`config.mk`:
```
export PLATFORM = sky130hd
export DESIGN_NAME = mem_arbiter
export DESIGN_NICKNAME = d
export VERILOG_FILES = /design/src/rtl/mem_arb_pkg.sv /design/src/rtl/arb_pick.sv /design/src/rtl/mem_arbiter.sv
export SDC_FILE = /design/constraint.sdc
export NUM_CORES = 1
export LEC_CHECK = 0
export CAP_MARGIN = 25
export CORE_AREA = 2 2 108 110
export CTS_CLUSTER_DIAMETER = 50
export DETAILED_ROUTE_END_ITERATION = 10
export DIE_AREA = 0 0 110 112
export PLACE_DENSITY_LB_ADDON = 0.08
export SLEW_MARGIN = 40
export SYNTH_ARGS = -nofsm -noshare
export SYNTH_HDL_FRONTEND = slang
export SYNTH_SLANG_ARGS = --single-unit
```
`constraint.sdc`:
```
create_clock -name clk -period 1.6 [get_ports clk]
set_input_delay 0.32 -clock clk [delete_from_list [all_inputs] [get_ports clk]]
set_output_delay 0.32 -clock clk [all_outputs]
set_load 0.005 [all_outputs]
```
`src/rtl/mem_arb_pkg.sv`:
```
// Shared types for the IFU/LSU memory arbiter: FSM state encoding, owner and
// one-hot grant constants.
package mem_arb_pkg;

  typedef enum logic [1:0] {
    StIdle = 2'd0,
    StReq  = 2'd1,
    StResp = 2'd2
  } state_e;

  // Owner of the transaction in flight (also the last-grant encoding).
  localparam logic OwnIfu = 1'b0;
  localparam logic OwnLsu = 1'b1;

  // One-hot grant vector: bit 0 = IFU, bit 1 = LSU.
  localparam logic [1:0] GntNone = 2'b00;
  localparam logic [1:0] GntIfu  = 2'b01;
  localparam logic [1:0] GntLsu  = 2'b10;

endpackage

```
`src/rtl/arb_pick.sv`:
```
// Two-input request selector. A lone requester always wins. On a tie the LSU
// wins, unless MEM_ARB_RR_EN is defined, in which case the requester that was
// not granted last wins.
module arb_pick
  import mem_arb_pkg::*;
(
  input  logic       ifu_valid,
  input  logic       lsu_valid,
`ifdef MEM_ARB_RR_EN
  input  logic       last_grant,
`endif
  output logic [1:0] grant
);

  // One-hot grant from the current valids and the tie rule.
  always_comb begin
    grant = GntNone;
    if (ifu_valid && lsu_valid) begin
`ifdef MEM_ARB_RR_EN
      grant = (last_grant == OwnLsu) ? GntIfu : GntLsu;
`else
      grant = GntLsu;
`endif
    end else if (ifu_valid) begin
      grant = GntIfu;
    end else if (lsu_valid) begin
      grant = GntLsu;
    end
  end

endmodule

```
`src/rtl/mem_arbiter.sv`:
```
// Arbitrates the single data-memory port between IFU fetches and LSU
// loads/stores. One transaction at a time: accept in IDLE, present the latched
// request in REQ until the downstream takes it, then pass the response through
// to the owner in RESP. Optional macro MEM_ARB_RR_EN selects round-robin ties.
module mem_arbiter
  import mem_arb_pkg::*;
#(
  parameter int unsigned ADDR_W = 32,
  parameter int unsigned DATA_W = 32
) (
  input  logic                clk,
  input  logic                rst,
  input  logic                ifu_req_valid,
  output logic                ifu_req_ready,
  input  logic [ADDR_W-1:0]   ifu_req_addr,
  output logic                ifu_resp_valid,
  output logic [DATA_W-1:0]   ifu_resp_rdata,
  input  logic                lsu_req_valid,
  output logic                lsu_req_ready,
  input  logic [ADDR_W-1:0]   lsu_req_addr,
  input  logic                lsu_req_wen,
  input  logic [DATA_W-1:0]   lsu_req_wdata,
  input  logic [DATA_W/8-1:0] lsu_req_wmask,
  output logic                lsu_resp_valid,
  output logic [DATA_W-1:0]   lsu_resp_rdata,
  output logic                mem_req_valid,
  input  logic                mem_req_ready,
  output logic [ADDR_W-1:0]   mem_req_addr,
  output logic                mem_req_wen,
  output logic [DATA_W-1:0]   mem_req_wdata,
  output logic [DATA_W/8-1:0] mem_req_wmask,
  input  logic                mem_resp_valid,
  input  logic [DATA_W-1:0]   mem_resp_rdata
);

  state_e              state_q, state_d;
  logic                owner_q;
  logic [ADDR_W-1:0]   addr_q;
  logic                wen_q;
  logic [DATA_W-1:0]   wdata_q;
  logic [DATA_W/8-1:0] wmask_q;
  logic [1:0]          grant;
  logic                accept;

`ifdef MEM_ARB_RR_EN
  logic last_q;
`endif

  arb_pick u_arb_pick (
    .ifu_valid  (ifu_req_valid),
    .lsu_valid  (lsu_req_valid),
`ifdef MEM_ARB_RR_EN
    .last_grant (last_q),
`endif
    .grant      (grant)
  );

  assign accept = (state_q == StIdle) && (ifu_req_valid || lsu_req_valid);

  // State register.
  always_ff @(posedge clk) begin
    if (!rst) begin
      state_q <= StIdle;
    end else begin
      state_q <= state_d;
    end
  end

  // Next-state: one transaction walks IDLE -> REQ -> RESP -> IDLE.
  always_comb begin
    state_d = state_q;
    unique case (state_q)
      StIdle: if (ifu_req_valid || lsu_req_valid) state_d = StReq;
      StReq:  if (mem_req_ready) state_d = StReq == StReq ? StResp : StReq;
      StResp: if (mem_resp_valid) state_d = StIdle;
      default: state_d = StIdle;
    endcase
  end

  // Latch the winner's request and ownership on accept; IFU fetches are reads.
  always_ff @(posedge clk) begin
    if (!rst) begin
      owner_q <= OwnLsu;
      addr_q  <= '0;
      wen_q   <= 1'b0;
      wdata_q <= '0;
      wmask_q <= '0;
    end else if (accept) begin
      if (grant == GntLsu) begin
        owner_q <= OwnLsu;
        addr_q  <= lsu_req_addr;
        wen_q   <= lsu_req_wen;
        wdata_q <= lsu_req_wdata;
        wmask_q <= lsu_req_wmask;
      end else begin
        owner_q <= OwnIfu;
        addr_q  <= ifu_req_addr;
        wen_q   <= 1'b0;
        wdata_q <= '0;
        wmask_q <= '0;
      end
    end
  end

`ifdef MEM_ARB_RR_EN
  // Remember who won the last accept so the next tie goes the other way.
  always_ff @(posedge clk) begin
    if (!rst) begin
      last_q <= OwnLsu;
    end else if (accept) begin
      last_q <= (grant == GntLsu) ? OwnLsu : OwnIfu;
    end
  end
`endif

  // Handshake outputs and response routing; responses are a pure pass-through.
  always_comb begin
    ifu_req_ready  = (state_q == StIdle) && (grant == GntIfu);
    lsu_req_ready  = (state_q == StIdle) && (grant == GntLsu);
    mem_req_valid  = (state_q == StReq);
    mem_req_addr   = addr_q;
    mem_req_wen    = wen_q;
    mem_req_wdata  = wdata_q;
    mem_req_wmask  = wmask_q;
    ifu_resp_valid = 1'b0;
    ifu_resp_rdata = '0;
    lsu_resp_valid = 1'b0;
    lsu_resp_rdata = '0;
    if (state_q == StResp) begin
      if (owner_q == OwnIfu) begin
        ifu_resp_valid = mem_resp_valid;
        ifu_resp_rdata = mem_resp_rdata;
      end else begin
        lsu_resp_valid = mem_resp_valid;
        lsu_resp_rdata = mem_resp_rdata;
      end
    end
  end

endmodule

```
==> results.rst <==
.. list-table::
   :header-rows: 1

   * - Metric
     - Value
   * - Total negative slack
     - -9.542 ns
   * - Die outline area
     - 0.01232 mm^2
   * - Count of H-tree levels built during CTS
     - 3
   * - Number of nets at the end of the flow
     - 831
   * - Highest attainable clock frequency
     - 552.5 MHz
   * - Endpoint required time on the critical path
     - 1.28 ns
   * - Iteration count of the initial detailed-routing pass
     - 4
   * - Setup CP Type
     - flip-flop to output port
   * - Kind of start point of the critical path
     - flip-flop
   * - Endpoint arrival time on the critical path
     - 1.49 ns
   * - Pleak
     - 0.002976 uW
   * - R2R depth
     - 4
   * - Number of hold violations in the final report
     - 0
   * - Sequential area share after synthesis
     - 42.34%
   * - Dominant combinational cell family by area after synthesis
     - compound AO/OA/AOI/OAI gates
   * - Worst skew pair latency
     - 0.33 ns
   * - Fraction of the mapped netlist area in simple logic gates
     - 19.18%
   * - Endpoint class of the critical path
     - output port
   * - Remaining routing DRC violations
     - 0
   * - Mux cell area share after synthesis
     - 9.408%
   * - Failing checks
     - negative setup slack
   * - Transition time at the pin with the least slew margin
     - 0.4434 ns
   * - Leftover overflow at the end of global routing
     - 0
   * - HPWL Detailed
     - 9911 um
   * - Via count
     - 4093
   * - Max transition margin
     - 70.37%
   * - Pin count of the biggest net entering global routing
     - 41
   * - I/O pin total
     - 277
   * - Number of buffers created by CTS
     - 9
   * - Most frequent standard cell in the layout excluding fill and tap cells
     - sky130_fd_sc_hd__clkdlybuf4s50_1
   * - Max Slew Vio Count
     - 0
   * - Clock tree skew after final layout
     - 0.006791 ns
   * - Yosys warning count
     - 0
   * - Post-synthesis cell area
     - 0.003405 mm^2
   * - Chip height
     - 112 um
   * - Worst ir drop on vdd
     - 0.0006260 V
   * - Power density over the cells
     - 781.1 mW/mm^2
   * - Clock slew at the register clock pins of the worst setup and hold paths
     - 0.06 ns
   * - Final wirelength
     - 14540 um
   * - Synth Area in XOR/XNOR
     - 0%
   * - Synth-to-layout area growth
     - 113.3%
   * - Clock tree from TritonCTS
     - built
   * - Overall power
     - 5672 uW
   * - Placeable core area
     - 0.01117 mm^2
   * - Initial core utilization
     - 30.47%
   * - Post-synthesis adder-cell area fraction
     - 0%
   * - DRC marker count from the first detailed-route iteration
     - 141
   * - Initial antenna violation count
     - 0
   * - Layout cell share with drive strength beyond 1
     - 28.41%
   * - Diodes inserted
     - 0
   * - CTS root buf
     - sky130_fd_sc_hd__clkbuf_16
   * - Unrepaired setup endpoints after global routing
     - yes
   * - FF+latch count, synth
     - 72
   * - WL/cell
     - 17.31 um
   * - Crit path time final
     - 1.810 ns
   * - Clock sink count
     - 72
   * - Post-layout util
     - 64.99%
   * - Vias in the first global route
     - 4168
   * - Maximum clock insertion buffer count
     - 2
   * - Number of setup violations in the final report
     - 66
   * - Critical Path Fanout Max
     - 5
   * - Routability congestion estimate from global placement
     - 0.7570
   * - Place WS
     - -0.3233 ns
   * - Synthesized-area fraction occupied by ao, oa, aoi and oai cells
     - 23.45%
   * - Fraction of the cycle the final worst path needs
     - 113.1%
   * - Number of nets with antenna violations after detailed routing
     - 0
   * - Final setup slack of the worst path
     - -0.2099 ns
   * - Mean area per synthesized cell
     - 8.427 um^2
   * - Max Cap Violations
     - 0
   * - Status
     - finished, violations left
   * - Worst Hold Path Cells
     - 2
   * - Number of cells produced by synthesis
     - 404
   * - Syn nets
     - 543
   * - Number of cell rows
     - 39
   * - Class of the worst hold path
     - flip-flop to flip-flop
   * - Quantity of I/O buffers inserted on ports
     - 276
   * - Vias per std cell
     - 4.873
   * - Commonest non-fill, non-tap cells in the layout
     - sky130_fd_sc_hd__clkdlybuf4s50_1 (206), sky130_fd_sc_hd__buf_6 (71), sky130_fd_sc_hd__a21oi_1 (69), sky130_fd_sc_hd__dfxtp_1 (69), sky130_fd_sc_hd__and2_4 (60)
   * - Wire length of the first global-routing pass
     - 22080 um
   * - Count of distinct cell types in the synthesized netlist
     - 24
   * - Tot GR Track Use
     - 23.13%
   * - Die span in x
     - 110 um
[worst max-delay path: stages, from the launching register on]
cell and delay [ns]:
sky130_fd_sc_hd__dfxtp_2 0.32, sky130_fd_sc_hd__nand2b_4 0.16, sky130_fd_sc_hd__nor2_4 0.11, sky130_fd_sc_hd__buf_6 0.13, sky130_fd_sc_hd__buf_12 0.12, sky130_fd_sc_hd__buf_6 0.09
sky130_fd_sc_hd__and2_4 0.14, sky130_fd_sc_hd__buf_6 0.09
[logic make-up after synthesis]
group	count (synthesis)
buffers and inverters	41
DFF	72
muxes	32
AOI/OAI and AO/OA	140
and+or+nand+nor	119
[repair_timing]
item                                    4_1_cts  5_1_grt
gates resized for setup                     393       36
endpoints found under the setup margin      101      112
buffers inserted                             16        1
gates cloned                                  8        0
hold buffers                                  0        0
pin swaps                                    57        5
[routing by layer]
metal	GRT usage, %	part of all wire (%)
met1	23.95	37
met2	42.58	51
met3	7.787	9.2
met4	7.848	2.8
met5	0	0
[metrics by stage]
| stage | cell area (um^2) | cells | hold WS, ns |
|---|---|---|---|
| after floorplan | 3405 | 404 | 0.4560 |
| after global placement | 6364 | 804 | 0.4609 |
| after detailed placement | 6364 | 804 | 0.4698 |
| after CTS | 7172 | 843 | 0.4779 |
| after global routing | 7262 | 840 | 0.5024 |
| final | 7262 | 840 | 0.4731 |
[state kept, by name (all words and copies together), names as in the netlist]
register / count
mem_req_wdata: 32
state_q: 2
mem_req_wen: 1
mem_req_addr: 32
owner_q: 1
mem_req_wmask: 4
[final timing paths]
path                     from                 end  slack (ns)
max                state_q[0]  ifu_resp_rdata[23]       -0.21
min          mem_req_wdata[3]    mem_req_wdata[3]        0.47
max reg2reg        state_q[1]     mem_req_addr[1]        0.09
min reg2reg  mem_req_wdata[3]    mem_req_wdata[3]        0.47
[area by class of cell]
| class | instances | area (um^2) |
|---|---|---|
| multi-input cells | 292 | 1967 |
| inverters | 2 | 7.507 |
| flip-flops and latches | 72 | 1445 |
| well taps | 143 | 178.9 |
| clock buffers | 9 | 225.2 |
| clock inverters | 7 | 102.6 |
| fillers | 916 | 3913 |
| repair buffers | 315 | 3336 |
[power breakdown]
| part | internal (uW) | switching, uW |
|---|---|---|
| combinational | 883 | 571 |
| sequential | 1950 | 79.7 |
| clock | 1380 | 803 |
[cells in the mapped netlist, drive strengths merged]
master  number  area [um^2]
o21ai       37        185.2
a21oi       69        345.3
mux2i       32        320.3
inv          2        7.500
nand2b       1        6.260
or2          2        12.51
nor4b        1        8.760
and2        66        412.9
a211o        1        8.760
buf         22        120.1
clkbuf      17        63.81
nor3b        1        12.51
o22a         1        8.760
dfxtp       72         1441
a211oi      32        250.2
nand2       39        146.4
nor2         8        47.55
nor2b        1        6.260
Power figures use the tool's default switching activity.
